--- config.mk ---
export PLATFORM = sky130hd
export DESIGN_NAME = lsu_ctrl
export DESIGN_NICKNAME = d
export VERILOG_FILES = /design/src/rtl/lsu_pkg.sv /design/src/rtl/lsu_lane.sv /design/src/rtl/lsu_ctrl.sv
export SDC_FILE = /design/constraint.sdc
export NUM_CORES = 1
export LEC_CHECK = 0
export CORE_MARGIN = 2
export CORE_UTILIZATION = 35
export CTS_CLUSTER_SIZE = 25
export DETAILED_ROUTE_END_ITERATION = 10
export GPL_ROUTABILITY_DRIVEN = 0
export PLACE_DENSITY = 0.57
export SYNTH_ARGS = -nofsm -noshare
export SYNTH_HDL_FRONTEND = slang
export SYNTH_SLANG_ARGS = --single-unit
export TNS_END_PERCENT = 30
--- constraint.sdc ---
create_clock -name clk -period 10.6 [get_ports clk]
set_input_delay 1.59 -clock clk [delete_from_list [all_inputs] [get_ports clk]]
set_output_delay 1.59 -clock clk [all_outputs]
set_load 0.01 [all_outputs]
--- src/rtl/lsu_pkg.sv ---
// lsu_pkg: shared definitions for the load/store unit.
//   - RISC-V load/store funct3 encodings
//   - data-memory read/write codes driven on the memory port
//   - access sizes in bytes and the LSU state enum
//   - helpers decoding funct3 into access size and signedness
package lsu_pkg;

    localparam logic [2:0] F3_B  = 3'b000;
    localparam logic [2:0] F3_H  = 3'b001;
    localparam logic [2:0] F3_W  = 3'b010;
    localparam logic [2:0] F3_BU = 3'b100;
    localparam logic [2:0] F3_HU = 3'b101;

    localparam logic [2:0] MEM_RD_OFF = 3'b000;
    localparam logic [2:0] MEM_RD_LW  = 3'b001;
    localparam logic [1:0] MEM_WR_OFF = 2'b00;
    localparam logic [1:0] MEM_WR_SW  = 2'b01;

    localparam logic [2:0] SZ_B = 3'd1;
    localparam logic [2:0] SZ_H = 3'd2;
    localparam logic [2:0] SZ_W = 3'd4;

    typedef enum logic [2:0] {
        ST_IDLE = 3'd0,
        ST_RD0  = 3'd1,
        ST_RD1  = 3'd2,
        ST_WR0  = 3'd3,
        ST_WR1  = 3'd4
    } lsu_state_t;

    // Access size in bytes; unused encodings behave as a full word.
    function automatic logic [2:0] f3_size(input logic [2:0] f3);
        case (f3)
            F3_B, F3_BU: f3_size = SZ_B;
            F3_H, F3_HU: f3_size = SZ_H;
            F3_W:        f3_size = SZ_W;
            default:     f3_size = SZ_W;
        endcase
    endfunction

    // Only LB and LH sign-extend.
    function automatic logic f3_signed(input logic [2:0] f3);
        case (f3)
            F3_B, F3_H: f3_signed = 1'b1;
            default:    f3_signed = 1'b0;
        endcase
    endfunction

endpackage

--- src/rtl/lsu_lane.sv ---
// lsu_lane: combinational byte-lane steering for the LSU.
//   off      in  byte offset inside word0
//   size     in  access size in bytes (1, 2 or 4)
//   sgn      in  sign-extend the load result
//   word0    in  memory word at the aligned address
//   word1    in  memory word at the aligned address + 4
//   wdata    in  store data (low bytes used)
//   load_val out extracted and extended load value
//   store_w0 out word0 with the store bytes merged in
//   store_w1 out word1 with the store bytes merged in
module lsu_lane
    import lsu_pkg::*;
(
    input  logic [1:0]  off,
    input  logic [2:0]  size,
    input  logic        sgn,
    input  logic [31:0] word0,
    input  logic [31:0] word1,
    input  logic [31:0] wdata,
    output logic [31:0] load_val,
    output logic [31:0] store_w0,
    output logic [31:0] store_w1
);

    logic [5:0]  sh_s;
    logic [63:0] pair_s;
    logic [31:0] shifted_s;
    logic [31:0] lane_mask_s;
    logic [63:0] mask_s;
    logic [63:0] ins_s;
    logic [63:0] merged_s;

    // Extract the load value and merge store bytes across the two-word window.
    always_comb begin
        sh_s      = {1'b0, off, 3'b000};
        pair_s    = {word1, word0};
        shifted_s = 32'(pair_s >> sh_s);

        case (size)
            SZ_B:    lane_mask_s = 32'h0000_00FF;
            SZ_H:    lane_mask_s = 32'h0000_FFFF;
            default: lane_mask_s = 32'hFFFF_FFFF;
        endcase

        case (size)
            SZ_B: begin
                if (sgn) begin
                    load_val = {{24{shifted_s[7]}}, shifted_s[7:0]};
                end else begin
                    load_val = {24'h00_0000, shifted_s[7:0]};
                end
            end
            SZ_H: begin
                if (sgn) begin
                    load_val = {{16{shifted_s[15]}}, shifted_s[15:0]};
                end else begin
                    load_val = {16'h0000, shifted_s[15:0]};
                end
            end
            default: load_val = shifted_s;
        endcase

        mask_s   = {32'h0000_0000, lane_mask_s} << sh_s;
        ins_s    = {32'h0000_0000, wdata & lane_mask_s} << sh_s;
        merged_s = (pair_s & ~mask_s) | ins_s;
        store_w0 = merged_s[31:0];
        store_w1 = merged_s[63:32];
    end

endmodule

--- src/rtl/lsu_ctrl.sv ---
// lsu_ctrl: MEM-stage load/store unit driving a word-granular data memory.
// Byte/half/word loads and stores at any address become one or two word
// reads, optionally followed by one or two word writes (read-modify-write).
// Optional build macro LSU_MISALIGN_TRAP_EN: word-crossing accesses are not
// split but answered at once with resp_err = 1 and no memory cycle.
// Ports:
//   clk, rst (sync, active-high)
//   req_valid/req_ready, req_store, req_funct3, req_addr, req_wdata : request
//   resp_valid, resp_data, resp_err : one-cycle completion
//   mem_read, mem_write, r, rs2     : memory codes, word address, write word
//   read_data_out                   : combinational memory read data
module lsu_ctrl
    import lsu_pkg::*;
#(
    parameter int ADDR_W = 32,
    parameter int DATA_W = 32
) (
    input  logic              clk,
    input  logic              rst,
    input  logic              req_valid,
    output logic              req_ready,
    input  logic              req_store,
    input  logic [2:0]        req_funct3,
    input  logic [ADDR_W-1:0] req_addr,
    input  logic [DATA_W-1:0] req_wdata,
    output logic              resp_valid,
    output logic [DATA_W-1:0] resp_data,
    output logic              resp_err,
    output logic [2:0]        mem_read,
    output logic [1:0]        mem_write,
    output logic [ADDR_W-1:0] r,
    output logic [DATA_W-1:0] rs2,
    input  logic [DATA_W-1:0] read_data_out
);

    lsu_state_t        state_r, state_nx_s;
    logic [ADDR_W-1:0] addr_r;
    logic [2:0]        funct3_r;
    logic              store_r;
    logic [31:0]       wdata_r, word0_r, word1_r;

    logic              idle_s, accept_s, done_s, err_s;
    logic [ADDR_W-1:0] cur_addr_s, w0_addr_s, w1_addr_s;
    logic [2:0]        cur_f3_s, size_s;
    logic              cur_store_s, sgn_s, cross_s, aligned_sw_s;
    logic [31:0]       cur_wdata_s, word0_s, word1_s;
    logic [31:0]       load_val_s, store_w0_s, store_w1_s;
    logic [2:0]        mem_read_nx_s;
    logic [1:0]        mem_write_nx_s;
    logic [ADDR_W-1:0] r_nx_s;
    logic [31:0]       rs2_nx_s, resp_data_nx_s;

    assign req_ready = (state_r == ST_IDLE);

    // Decode the access in flight: live request while idle, latched copy otherwise.
    always_comb begin
        idle_s   = (state_r == ST_IDLE);
        accept_s = idle_s && req_valid;
        if (idle_s) begin
            cur_addr_s  = req_addr;
            cur_f3_s    = req_funct3;
            cur_store_s = req_store;
            cur_wdata_s = req_wdata;
        end else begin
            cur_addr_s  = addr_r;
            cur_f3_s    = funct3_r;
            cur_store_s = store_r;
            cur_wdata_s = wdata_r;
        end
        size_s       = f3_size(cur_f3_s);
        sgn_s        = f3_signed(cur_f3_s);
        cross_s      = ({2'b00, cur_addr_s[1:0]} + {1'b0, size_s}) > 4'd4;
        aligned_sw_s = cur_store_s && (size_s == SZ_W) && (cur_addr_s[1:0] == 2'b00);
        w0_addr_s    = {cur_addr_s[ADDR_W-1:2], 2'b00};
        w1_addr_s    = w0_addr_s + {{(ADDR_W-3){1'b0}}, 3'b100};
        // Read data is combinational, so the word being read this cycle is used directly.
        if (state_r == ST_RD0) begin
            word0_s = read_data_out;
        end else begin
            word0_s = word0_r;
        end
        if (state_r == ST_RD1) begin
            word1_s = read_data_out;
        end else begin
            word1_s = word1_r;
        end
    end

    lsu_lane u_lane (
        .off      (cur_addr_s[1:0]),
        .size     (size_s),
        .sgn      (sgn_s),
        .word0    (word0_s),
        .word1    (word1_s),
        .wdata    (cur_wdata_s),
        .load_val (load_val_s),
        .store_w0 (store_w0_s),
        .store_w1 (store_w1_s)
    );

    // Next-state logic; done_s marks the edge that completes an access.
    always_comb begin
        state_nx_s = state_r;
        done_s     = 1'b0;
        err_s      = 1'b0;
        case (state_r)
            ST_IDLE: begin
                if (req_valid) begin
`ifdef LSU_MISALIGN_TRAP_EN
                    if (cross_s) begin
                        state_nx_s = ST_IDLE;
                        done_s     = 1'b1;
                        err_s      = 1'b1;
                    end else if (aligned_sw_s) begin
                        state_nx_s = ST_WR0;
                    end else begin
                        state_nx_s = ST_RD0;
                    end
`else
                    if (aligned_sw_s) begin
                        state_nx_s = ST_WR0;
                    end else begin
                        state_nx_s = ST_RD0;
                    end
`endif
                end else begin
                    state_nx_s = ST_IDLE;
                end
            end
            ST_RD0: begin
                if (cross_s) begin
                    state_nx_s = ST_RD1;
                end else if (cur_store_s) begin
                    state_nx_s = ST_WR0;
                end else begin
                    state_nx_s = ST_IDLE;
                    done_s     = 1'b1;
                end
            end
            ST_RD1: begin
                if (cur_store_s) begin
                    state_nx_s = ST_WR0;
                end else begin
                    state_nx_s = ST_IDLE;
                    done_s     = 1'b1;
                end
            end
            ST_WR0: begin
                if (cross_s) begin
                    state_nx_s = ST_WR1;
                end else begin
                    state_nx_s = ST_IDLE;
                    done_s     = 1'b1;
                end
            end
            ST_WR1: begin
                state_nx_s = ST_IDLE;
                done_s     = 1'b1;
            end
            default: begin
                state_nx_s = ST_IDLE;
            end
        endcase
    end

    // Memory-port and response values for the coming cycle, so all outputs are flops.
    always_comb begin
        mem_read_nx_s  = MEM_RD_OFF;
        mem_write_nx_s = MEM_WR_OFF;
        r_nx_s         = r;
        rs2_nx_s       = rs2;
        case (state_nx_s)
            ST_RD0: begin
                mem_read_nx_s = MEM_RD_LW;
                r_nx_s        = w0_addr_s;
            end
            ST_RD1: begin
                mem_read_nx_s = MEM_RD_LW;
                r_nx_s        = w1_addr_s;
            end
            ST_WR0: begin
                mem_write_nx_s = MEM_WR_SW;
                r_nx_s         = w0_addr_s;
                rs2_nx_s       = store_w0_s;
            end
            ST_WR1: begin
                mem_write_nx_s = MEM_WR_SW;
                r_nx_s         = w1_addr_s;
                rs2_nx_s       = store_w1_s;
            end
            default: begin
                mem_read_nx_s  = MEM_RD_OFF;
                mem_write_nx_s = MEM_WR_OFF;
            end
        endcase
        if (done_s && !cur_store_s && !err_s) begin
            resp_data_nx_s = load_val_s;
        end else begin
            resp_data_nx_s = 32'h0000_0000;
        end
    end

    // State, request latches, read-word capture and registered outputs.
    always_ff @(posedge clk) begin
        if (rst) begin
            state_r    <= ST_IDLE;
            addr_r     <= '0;
            funct3_r   <= 3'b000;
            store_r    <= 1'b0;
            wdata_r    <= 32'h0000_0000;
            word0_r    <= 32'h0000_0000;
            word1_r    <= 32'h0000_0000;
            mem_read   <= MEM_RD_OFF;
            mem_write  <= MEM_WR_OFF;
            r          <= '0;
            rs2        <= '0;
            resp_valid <= 1'b0;
            resp_data  <= '0;
            resp_err   <= 1'b0;
        end else begin
            state_r <= state_nx_s;
            if (accept_s) begin
                addr_r   <= req_addr;
                funct3_r <= req_funct3;
                store_r  <= req_store;
                wdata_r  <= req_wdata;
            end
            if (state_r == ST_RD0) begin
                word0_r <= read_data_out;
            end
            if (state_r == ST_RD1) begin
                word1_r <= read_data_out;
            end
            mem_read   <= mem_read_nx_s;
            mem_write  <= mem_write_nx_s;
            r          <= r_nx_s;
            rs2        <= rs2_nx_s;
            resp_valid <= done_s;
            resp_data  <= resp_data_nx_s;
            resp_err   <= err_s;
        end
    end

endmodule

==> results.py, run 1 <==
metrics = {
    "worst_setup_path": {
        "timing.critical_path.buf_inv": 3,
        "arrival_ns": 7.29,
        "start_kind": "primary input",
        "crit_required_ns": 11.01,
        "ff2ff_setup_slack_ns": 3.89,
        "worstReg2RegEnd": "r[14]$_SDFFE_PP0P_",
        "critical_path_class": "in2reg",
        "cpMostUsedCell": "nand2b_1",
        "cp-end-kind": "flip-flop",
        "max_stage_delay_ns": 0.81,
        "crit_chain": "clkdlybuf4s50_1 > nor4b_4 > nor2_1 > nand2_1 > inv_2 > ha_1 > inv_1 > fa_1 > nand2b_1 > a221o_1 > a21oi_1 > nand2b_1 > nand3_1 > and3_1 > a211o_1",
        "critical_path.top_delay_family": "simple AND/OR/NAND/NOR gates",
        "critPathSlowestCell": "nand3_1",
        "worstPathMaxFanout": 20,
        "reg2regPathDepth": 13,
        "reg2reg_from": "state_r[1]$_SDFF_PP0_",
    },
    "timing": {
        "finalMaxSlewViolations": 0,
        "fmax_mhz": 145,
        "post-route-period-util_pct": 64.9,
        "fin_hold_ws_ns": 0.453,
        "hold_viol_final": 0,
        "rsz0062_at_grt": "false",
        "setup_tns_ns": 0,
        "clock-skew-final_ns": 0.0193,
        "setup_ws_ns": 3.72,
        "setup_viol": 0,
        "maxSlewHeadroom_pct": 20.5,
        "tightestPinTransition_ns": 1.19,
        "post-route-min-period_ns": 6.88,
    },
    "min_path": {
        "hold_depth": 2,
        "hold_class": "reg2reg",
        "holdPathEnd": "wdata_r[3]$_SDFFE_PP0P_",
        "min_from": "wdata_r[3]$_SDFFE_PP0P_",
    },
    "synth": {
        "synth_top_flop_cell": "dfxtp_1",
        "postSynthAreaPerCell_um2": 8.07,
        "ys_async_sr_fraction_pct": 0,
        "synth_xor_area_share_pct": 1.24,
        "synth_compound_area_share_pct": 17.8,
        "synthSimpleGateAreaFrac_pct": 21.5,
        "syn_area_mm2": 0.0120,
        "synth_top_area_share_pct": 38.8,
        "ys_seq_area_share_pct": 38.8,
        "synth_most_common_cell": "nand2_1",
        "synthMuxAreaShare_pct": 14.9,
        "synth_top_family_by_area": "simple AND/OR/NAND/NOR gates",
        "synth_edf_count": 0,
        "yosysUniqueCellTypes": 77,
        "synth_cells": 1484,
        "yosys_register_bits": 232,
        "yosys_warnings": 0,
        "synth_top_area_cell": "dfxtp_1",
        "synth_commonest_cells": "nand2_1 (302), dfxtp_1 (232), a21oi_1 (156)",
        "synth_area_leaders": "dfxtp_1 (39%), mux2i_1 (13%), nand2_1 (9.5%)",
        "yosys.area_share.adder_pct": 0.585,
    },
    "global_routing": {
        "grt_busiest_layer": "met1",
        "grt.total_usage_pct": 22.7,
        "gr-total-overflow": 0,
        "antenna_found_initial": 0,
        "grt_pass1_vias": 10498,
        "met2_usage_pct": 33.8,
        "grtUsageMet3_pct": 3.50,
        "met1_usage_pct": 33.9,
        "grt_max_degree": 116,
        "grt_pass1_wl_um": 63800,
    },
    "detailed_routing": {
        "wl_per_cell_um": 20.2,
        "drt-vias-per-instance": 5.48,
        "drc_errors": 0,
        "vias": 11387,
        "drt_wl_total_um": 42000,
        "ant_nets": 0,
        "drt_pass1_iterations": 5,
        "drt_iter0_drc": 1355,
    },
    "final_layout": {
        "antennaDiodeCount": 0,
        "fillCellCount": 3334,
        "drive_above_1_share_pct": 6.69,
        "nNetsFinal": 1721,
        "multi_input_area_mm2": 0.00675,
        "finalInstanceArea_mm2": 0.0150,
        "register_area_mm2": 0.00464,
        "syn2layout_area_growth_pct": 25.2,
    },
    "clock_tree": {
        "insertion_delay_ns": 0.54,
        "cts_buffer_depth": 3,
        "cts_sinks": 232,
        "holdBufCountCts": 0,
        "h-tree-depth": 1,
        "numCtsBuffers": 27,
        "cts_resized": 0,
        "postCtsSetupBuffers": 0,
        "clkTransAtPathRegs_ns": 0.06,
        "cts_tree": "done",
        "cts_root_buf": "clkbuf_16",
    },
    "outcome": {
        "status": "completed",
    },
    "power_and_ir_drop": {
        "power.leakage_nw": 5.71,
        "powerDensity_mw_per_mm2": 166,
        "peakVddDrop_v": 0.000102,
    },
    "floorplanning": {
        "core-area_mm2": 0.0336,
        "ioPinCount": 207,
        "die_y_um": 189,
        "dieWidth_um": 189,
        "fp.dieArea_mm2": 0.0357,
        "num_rows": 67,
        "initial_core_util_pct": 35.6,
    },
    "placed_design": {
        "dp_hpwl_um": 30000,
        "port_buffers": 200,
        "pre_cts_slack_ns": 3.27,
        "placed_cell_area_mm2": 0.0141,
    },
    "job": {
        "cap_violations": 0,
    },
}
[flip-flops by register name, indices dropped and copies added (netlist names)]
register,cells
r,30
wdata_r,32
word1_r,32
mem_read,1
funct3_r,3
mem_write,1
state_r,3
addr_r,32
word0_r,32
rs2,32
resp_data,32
store_r,1
resp_valid,1
[worst register-to-register path, stage by stage (launching register included)]
cell	delay (ns)
dfxtp_1	0.48
or3_1	0.48
inv_4	0.54
mux2_2	0.31
buf_4	0.55
inv_4	0.47
fa_1	0.66
nand2b_1	0.09
a221o_1	0.37
a21oi_1	0.36
nand2b_1	0.76
nand3_1	0.82
and3_1	0.44
a211o_1	0.28
[layout by cell type (no fill, tap or decap), types with 9 or more instances in the layout]
cell type	n
mux2_2	18
dfxtp_1	232
o22ai_1	24
clkdlybuf4s50_1	199
buf_4	14
a211oi_1	20
nor3_1	31
nand3_1	24
nand4_1	15
clkbuf_8	9
nor2_1	130
a31oi_1	14
o211ai_1	18
xnor2_1	12
and3_1	13
nor4_1	12
o21ai_0	44
a21oi_1	155
nand2_1	301
clkbuf_16	27
mux2i_1	155
[kinds of logic (layout without fill, tap and decap cells)]
logic type               after synthesis  in the layout
other                                  1              6
adder cells (fa/ha/maj)                5              5
AND/OR/NAND/NOR                      579            579
buffers and inverters                130            271
XOR/XNOR                              17             17
multiplexers                         175            175
flip-flops                           232            232
AO/OA/AOI/OAI                        345            345
[layout make-up]
type | count | area share, %
timing repair buffer | 214 | 14.1
tap | 448 | 3.74
clock inverter | 9 | 0.534
inverter | 11 | 0.309
sequential | 232 | 31.0
multi-input combinational | 1127 | 45.0
clock buffer | 37 | 5.36
[worst max-delay path by stage]
stage                  start                 end  slack (ns)  cells past startpoint
2_1_floorplan    req_addr[0]  r[17]$_SDFFE_PP0P_        5.25                     17
3_3_place_gp     req_addr[0]  r[14]$_SDFFE_PP0P_        3.35                     12
3_5_place_dp     req_addr[0]  r[14]$_SDFFE_PP0P_        3.27                     12
4_1_cts          req_addr[0]  r[14]$_SDFFE_PP0P_        3.81                     12
5_1_grt        req_funct3[1]  r[14]$_SDFFE_PP0P_        3.40                     15
6_report       req_funct3[1]  r[14]$_SDFFE_PP0P_        3.72                     15
[where the power goes]
part	switching (mW)	leakage, nW	internal (mW)	total (mW)
clock	0.369	0.441	0.550	0.919
combinational	0.374	3.37	0.231	0.605
sequential	0.0353	1.89	0.928	0.963
total	0.778	5.71	1.71	2.49
[per-layer routing]
metal	part of all wire, %	vias to the layer above	routed length [um]
met2	42	486	17700
met3	7.9	71	3320
li1	-	5484	-
met1	48	5346	20000
met5	0	-	0
met4	2.4	0	1020
[stage by stage]
stage                     std cells  util [%]  total power, mW
final                          2078      44.6             2.49
after global routing           2078      44.6             2.59
after CTS                      2078      44.6             2.49
after detailed placement       2032      42.0             1.57
after global placement         2032      42.0             1.57
after floorplan                1489         -             1.35
No activity file was read; power rests on OpenSTA's default activity.
==> inputs of run 2 (changes only) <==
Clock period 10.6 ns to 7.1 ns, I/O delays scaled along.
==> results.py, run 2 (same netlist as run 1, synthesis figures left out) <==
metrics = {
    "outcome": {
        "status": "completed",
    },
    "placed_design": {
        "port_buffers": 200,
        "pre_cts_slack_ns": 1.12,
        "placed_cell_area_mm2": 0.0141,
        "dp_hpwl_um": 30600,
    },
    "min_path": {
        "hold_class": "reg2reg",
    },
    "floorplanning": {
        "fp.dieArea_mm2": 0.0357,
        "ioPinCount": 207,
        "core-area_mm2": 0.0336,
        "initial_core_util_pct": 35.6,
        "dieWidth_um": 189,
        "num_rows": 67,
        "die_y_um": 189,
    },
    "worst_setup_path": {
        "max_stage_delay_ns": 0.70,
        "timing.critical_path.buf_inv": 4,
        "start_kind": "primary input",
        "critPathSlowestCell": "a211oi_2",
        "cpMostUsedCell": "nor2_1",
        "worstPathMaxFanout": 19,
        "critical_path_class": "in2reg",
        "crit_chain": "clkdlybuf4s50_1 > nor4b_4 > nor2_1 > nand2_1 > buf_4 > inv_2 > ha_1 > inv_1 > fa_1 > nand2b_1 > a221o_1 > a211oi_2 > a21o_1 > nor2_1 > a221oi_1 > nor2_1",
        "crit_required_ns": 7.48,
        "cp-end-kind": "flip-flop",
        "critical_path.top_delay_family": "compound AO/OA/AOI/OAI gates",
        "arrival_ns": 5.90,
    },
    "timing": {
        "rsz0062_at_grt": "false",
        "setup_viol": 0,
        "post-route-period-util_pct": 77.7,
        "setup_tns_ns": 0,
        "hold_viol_final": 0,
        "maxSlewHeadroom_pct": 34.4,
        "tightestPinTransition_ns": 0.980,
        "fmax_mhz": 181,
        "setup_ws_ns": 1.58,
        "clock-skew-final_ns": 0.00979,
        "finalMaxSlewViolations": 0,
        "post-route-min-period_ns": 5.52,
    },
    "clock_tree": {
        "clkTransAtPathRegs_ns": 0.06,
        "holdBufCountCts": 0,
        "cts_tree": "done",
        "insertion_delay_ns": 0.53,
        "cts_buffer_depth": 3,
        "h-tree-depth": 1,
        "cts_resized": 0,
        "postCtsSetupBuffers": 0,
        "cts_root_buf": "clkbuf_16",
        "numCtsBuffers": 27,
        "cts_sinks": 232,
    },
    "detailed_routing": {
        "drt_wl_total_um": 42800,
        "wl_per_cell_um": 20.5,
        "drt_iter0_drc": 1302,
        "drc_errors": 0,
        "vias": 11505,
        "ant_nets": 0,
        "drt_pass1_iterations": 5,
        "drt-vias-per-instance": 5.52,
    },
    "power_and_ir_drop": {
        "seqPwrFrac_pct": 37.8,
        "powerDensity_mw_per_mm2": 253,
        "p_int_mw": 2.62,
        "peakVddDrop_v": 0.000155,
        "power.leakage_nw": 5.75,
        "power_switching_mw": 1.19,
        "power_mw": 3.81,
        "power_switching_share_pct": 31.2,
        "p_comb_share_pct": 24.0,
        "pwr-share-clk_pct": 38.2,
    },
    "final_layout": {
        "final_common_cell": "nand2_1",
        "finalInstanceArea_mm2": 0.0151,
        "nNetsFinal": 1726,
        "drive_above_1_share_pct": 6.90,
        "antennaDiodeCount": 0,
        "final_cell_mix": "nand2_1 (301), dfxtp_1 (232), clkdlybuf4s50_1 (199)",
        "syn2layout_area_growth_pct": 25.9,
        "fillCellCount": 3344,
    },
    "global_routing": {
        "grt_max_degree": 118,
        "grt_pass1_wl_um": 64900,
        "antenna_found_initial": 0,
        "grt_pass1_vias": 10698,
        "grt.total_usage_pct": 23.0,
        "gr-total-overflow": 0,
    },
    "job": {
        "cap_violations": 0,
    },
}
## run 2: changes by cell type in the layout (fill, tap and decap cells not counted)
cell       before  now
bufinv_16       1    4
buf_4          14   19
clkbuf_1        1    4
clkbuf_8        9    4
inv_6           1    2
## run 2: power groups by stage
stage | sequential [mW] | combinational [mW] | clock, mW
2_1_floorplan | 1.46 | 0.556 | 0
3_3_place_gp | 1.47 | 0.889 | 0
3_5_place_dp | 1.47 | 0.895 | 0
4_1_cts | 1.44 | 0.898 | 1.48
5_1_grt | 1.45 | 0.976 | 1.53
6_report | 1.44 | 0.912 | 1.46
## run 2: layout make-up
type	instances	area (um2)	share of cell area, %
Inverter	11	46.3	0.307
Sequential cell	232	4640	30.8
Timing Repair Buffer	219	2150	14.2
Multi-Input combinational cell	1127	6750	44.8
Clock inverter	13	179	1.19
Clock buffer	35	746	4.95
Tap cell	448	561	3.72
## run 2: final timing paths
check / startpoint / endpoint / slack, ns / depth (start not counted)
worst max-delay path: req_funct3[1] / rs2[14]$_SDFFE_PP0P_ / 1.58 / 16
worst min-delay path: wdata_r[23]$_SDFFE_PP0P_ / wdata_r[23]$_SDFFE_PP0P_ / 0.45 / 2
worst max register to register: state_r[2]$_SDFF_PP0_ / rs2[14]$_SDFFE_PP0P_ / 1.73 / 16
worst min register to register: wdata_r[23]$_SDFFE_PP0P_ / wdata_r[23]$_SDFFE_PP0P_ / 0.45 / 2
## run 2: tightest hold or removal path, stage by stage (launching register included)
cell     delay (ns)
dfxtp_1        0.31
nand2_1        0.05
a21oi_1        0.05
## run 2: per-layer routing
metal,track usage [%],part of all wire (%)
met1,34.1,47
met2,34.5,43
met3,3.30,8.0
met4,6.46,2.6
met5,0,0
## run 2: metrics by stage
stage,hold slack [ns],instances,utilization (%)
2_1_floorplan,0.434,1489,-
3_3_place_gp,0.440,2037,42.1
3_5_place_dp,0.446,2037,42.1
4_1_cts,0.454,2085,44.8
5_1_grt,0.469,2085,44.8
6_report,0.451,2085,44.8
==> RTL change 1: new RTL, flow settings as in run 1 <==
Reset style: asynchronous (`rst`), changed in one clocked block.
--- a/src/rtl/lsu_ctrl.sv
+++ b/src/rtl/lsu_ctrl.sv
@@ -202,5 +202,5 @@
 
     // State, request latches, read-word capture and registered outputs.
-    always_ff @(posedge clk) begin
+    always_ff @(posedge clk or posedge rst) begin
         if (rst) begin
             state_r    <= ST_IDLE;
Behaviour: differs if rst is asserted again (counterexample within 4 cycles, from zero or initial values and one cycle with rst high); with rst held inactive, the same outputs for 4 cycles.
==> RTL change 1 against run 1 <==
- setup slack worse by 1000 ps
- non-clock buffer count up 4
- sequential share of layout area up 4.1 points
- synthesized area up 11%
- design area up 10%
- sequential cell count unchanged
- routed wire length up 10%
- highest routed layer unchanged
Power is not compared: it rests on default switching activity, and its combinational part moved more than twofold at a synthesized area within 25%.
==> RTL change 1: results (changes against run 1) <==
The worst reg-to-reg path cell count is 15 (+2). The proportion of synthesized flip-flops having asynchronous set or reset works out to 100% (+100 points). The global-route wire length before repair is 70.1 mm (+9.9%), and the placed wire-length estimate is 32.8 mm (+9.2%). For hold timing, the worst endpoint is wdata_r[30]$_DFFE_PP0P_. The flow ran to the end, and the final reports show no timing, DRC or antenna violations. The mux share of post-synthesis cell area works out to 12.6% (-2.3 points).

Wire length on met1: 20.7 mm (+3.5%). The slew at the pin with the worst max-slew slack came out at 1300 ps (+111 ps). Arrival time at the worst endpoint: 8330 ps (+1040 ps).

The share of post-route cells with drive strength above 1 is 12.5% (+5.8 points). The xor/xnor share of the synthesized area is 1.78% (+0.53 points), and the routed length on met3 is 3.81 mm (+15%). The highest net fanout along the worst path came out at 26 (+30%). The tools report the number of global-route vias before repair as 11000 (+4.6%).

The routed via count divided by cell count came out at 5.67 (+3.4%). The total global-route track usage is 23.2% (+0.55 points), and the final layout net count is 1635 (-5.0%). The largest stage delay on the critical path was 1120 ps (+310 ps). In this run the most critical hold path is launched from wdata_r[30]$_DFFE_PP0P_. The logs give 18.9 ps (-0.452 ps) for the worst clock skew and 43.6% (+4.9 points) for the share of synthesized area occupied by flip-flops and latches. The final-layout worst hold slack is 470 ps (+16.6 ps), and the count of routing violations after the opening detailed-route iteration is 1238 (-8.6%). On the critical path, the stage with the largest delay is an instance of clkinv_1. In the synthesized netlist, the cells that appear most often are 276 x nand2_1, 232 x dfrtp_1, 99 x mux2i_1.
RTL change 1: cell types whose count changed after synthesis, moves of 17 or more:
cell / run 1 / this run
a21oi_1: 156 / 37
clkbuf_1: 70 / 53
dfrtp_1: 0 / 232
dfxtp_1: 232 / 0
inv_1: 7 / 59
mux2_2: 17 / 59
mux2i_1: 155 / 99
nand2_1: 302 / 276
nor2_1: 131 / 62
o22ai_1: 24 / 3
RTL change 1: area by class of cell:
class,count,area share [%]
inverters,65,1.53
multi-input cells,983,40.6
clock buffers,37,4.86
repair buffers,218,12.9
diodes,1,0.0151
flip-flops and latches,232,35.1
well taps,511,3.87
clock inverters,13,1.10
RTL change 1: per-stage QoR:
stage,area [um2],cells,utilization (%),power (uW),setup slack (ps)
final,16500,2060,44.0,6330,2690
after global placement,15500,2009,41.4,5210,2560
after detailed placement,15500,2009,41.4,5250,2360
after CTS,16500,2059,44.0,6290,2900
after floorplan,13300,1397,-,4050,2650
after global routing,16500,2060,44.0,6700,2310
==> RTL change 2: new RTL, config.mk and constraints of run 1 <==
Without the edit above. Set the parameter `ADDR_W` to 64 (it was 32).
--- a/src/rtl/lsu_ctrl.sv
+++ b/src/rtl/lsu_ctrl.sv
@@ -13,5 +13,5 @@
     import lsu_pkg::*;
 #(
-    parameter int ADDR_W = 32,
+    parameter int ADDR_W = 64,
     parameter int DATA_W = 32
 ) (
Ports: changed (resized r and req_addr); port bits go from 207 to 271. The function was not compared with the original's and may differ.
==> RTL change 2 against run 1 <==
- synthesized area is 33% higher
- first-iteration DRC count is 13% higher
- sequential share of layout area down 1.5 points
- sequential power grew 30%
- sequential cell count increased by 64
- maximum frequency up 6.1%
- combinational power rose by 33%
- core utilization about the same
- via count increased by 42%
- register-to-register slack gained 250 ps
- setup slack improved by 390 ps
- design area up 34%
- routed wire length rose by 43%
- power rose by 37%
- highest routed layer is now met5
==> RTL change 2: results (changes against run 1) <==
The flow ran to the end, and the final reports show no timing, DRC or antenna violations. For the placed wire-length estimate, the log shows 42.2 mm (+41%). The routed length on met2 came out at 27.7 mm (+56%).

Power per unit of standard cell area: 169 nW/um2 (+2.0%). The overall routed net length was 60.2 mm (+43%). The routed length on met3 is 4.10 mm (+24%), and the final-layout clock buffer total is 55 (+49%). In this run the critical register-to-register path is launched from state_r[0]$_SDFF_PP0_. The wire length on met1 was 26.3 mm (+31%).

The maximum number of pins on one net before global-route repair is 196 (+69%). The complex-gate fraction of the synthesized area came out at 18.0% (+0.19 points). By count the netlist is led by 510 x nand2_1, 296 x dfxtp_1, 232 x a21oi_1. The logs give 7 (+7) for the number of antenna violations at the first check in global routing and 24.7% (+2.0 points) for the total global-route track usage.

Multi-input gate share of total cell area: 46.1% (+1.1 points). For the count of placed standard cells in the final layout, fillers left out, the log shows 2893 (+39%). The TritonCTS buffer count was 38 (+41%); the routed via count divided by cell count was 5.59 (+1.9%). The global-route wire length before repair is 91.2 mm (+43%), and the worst reg-to-reg path cell count is 14 (+1). The xor/xnor share of the synthesized area works out to 1.16% (-0.087 points). The count of input and output buffers is 264 (+32%), and the number of global-route vias before repair is 15200 (+44%).

For this design, the slowest cell found on the critical path is clkdlybuf4s50_1. The count of plain and timing-repair buffers in the layout was 283 (+32%); the met1 capacity usage during global routing was 32.9% (-1.0 points). The tools report the worst clock skew as 27.3 ps (+7.96 ps). The tools report the insertion delay of the later-clocked pin in the worst-skew pair as 570 ps (+30 ps). The relative slew slack was 11.6% (-8.9 points); the leakage dissipation was 0.00765 uW (+34%). The run gives 452 ps (-0.469 ps) as the final-layout worst hold slack.

The run gives 5930 um2 (+28%) as the sequential standard cell area. The worst hold path begins at wdata_r[6]$_SDFFE_PP0P_. The portion of the layout cell area used by non-clock buffers works out to 13.9% (-0.15 points). The arrival time at the worst endpoint was 6910 ps (-380 ps); the average footprint of a synthesized cell was 7.59 um2 (-6.0%). The met2 track utilization from global routing came out at 40.0% (+6.2 points).

In this run the critical register-to-register path is captured at rs2[30]$_SDFFE_PP0P_. The number of filler instances in the final layout is 4507 (+35%), and the fraction of area in clock buffers and inverters is 6.39% (+0.50 points). Mux share of post-synthesis cell area: 12.2% (-2.6 points).

The pre-CTS worst setup slack came out at 3640 ps (+377 ps). The run gives 2402 (+40%) as the final layout net count.
-- RTL change 2: changes by cell type in the layout (fill, tap and decap cells not counted), sizes merged, moves of 32 or more --
cell           delta
o21ai            +32
nand2           +208
a21oi            +77
nand3            +59
clkdlybuf4s50    +64
dfxtp            +64
-- RTL change 2: power by group --
part / switching (uW) / leakage (uW) / total [uW] / internal, uW
Combinational: 498 / 0.00460 / 804 / 306
Clock: 523 / 0.000631 / 1340 / 822
Sequential: 62.4 / 0.00242 / 1250 / 1190
-- RTL change 2: worst reg2reg max path: stages, from the launching register on --
cell and delay (ps):
dfxtp_1 560, or3_2 860, inv_6 720, mux2_2 300, buf_4 500, ha_1 280
inv_1 60, fa_1 410, nor2b_1 180, o221a_2 300, nor3_2 530, nand2_1 760
nand2_1 480, nor2_1 60, a2111oi_0 340
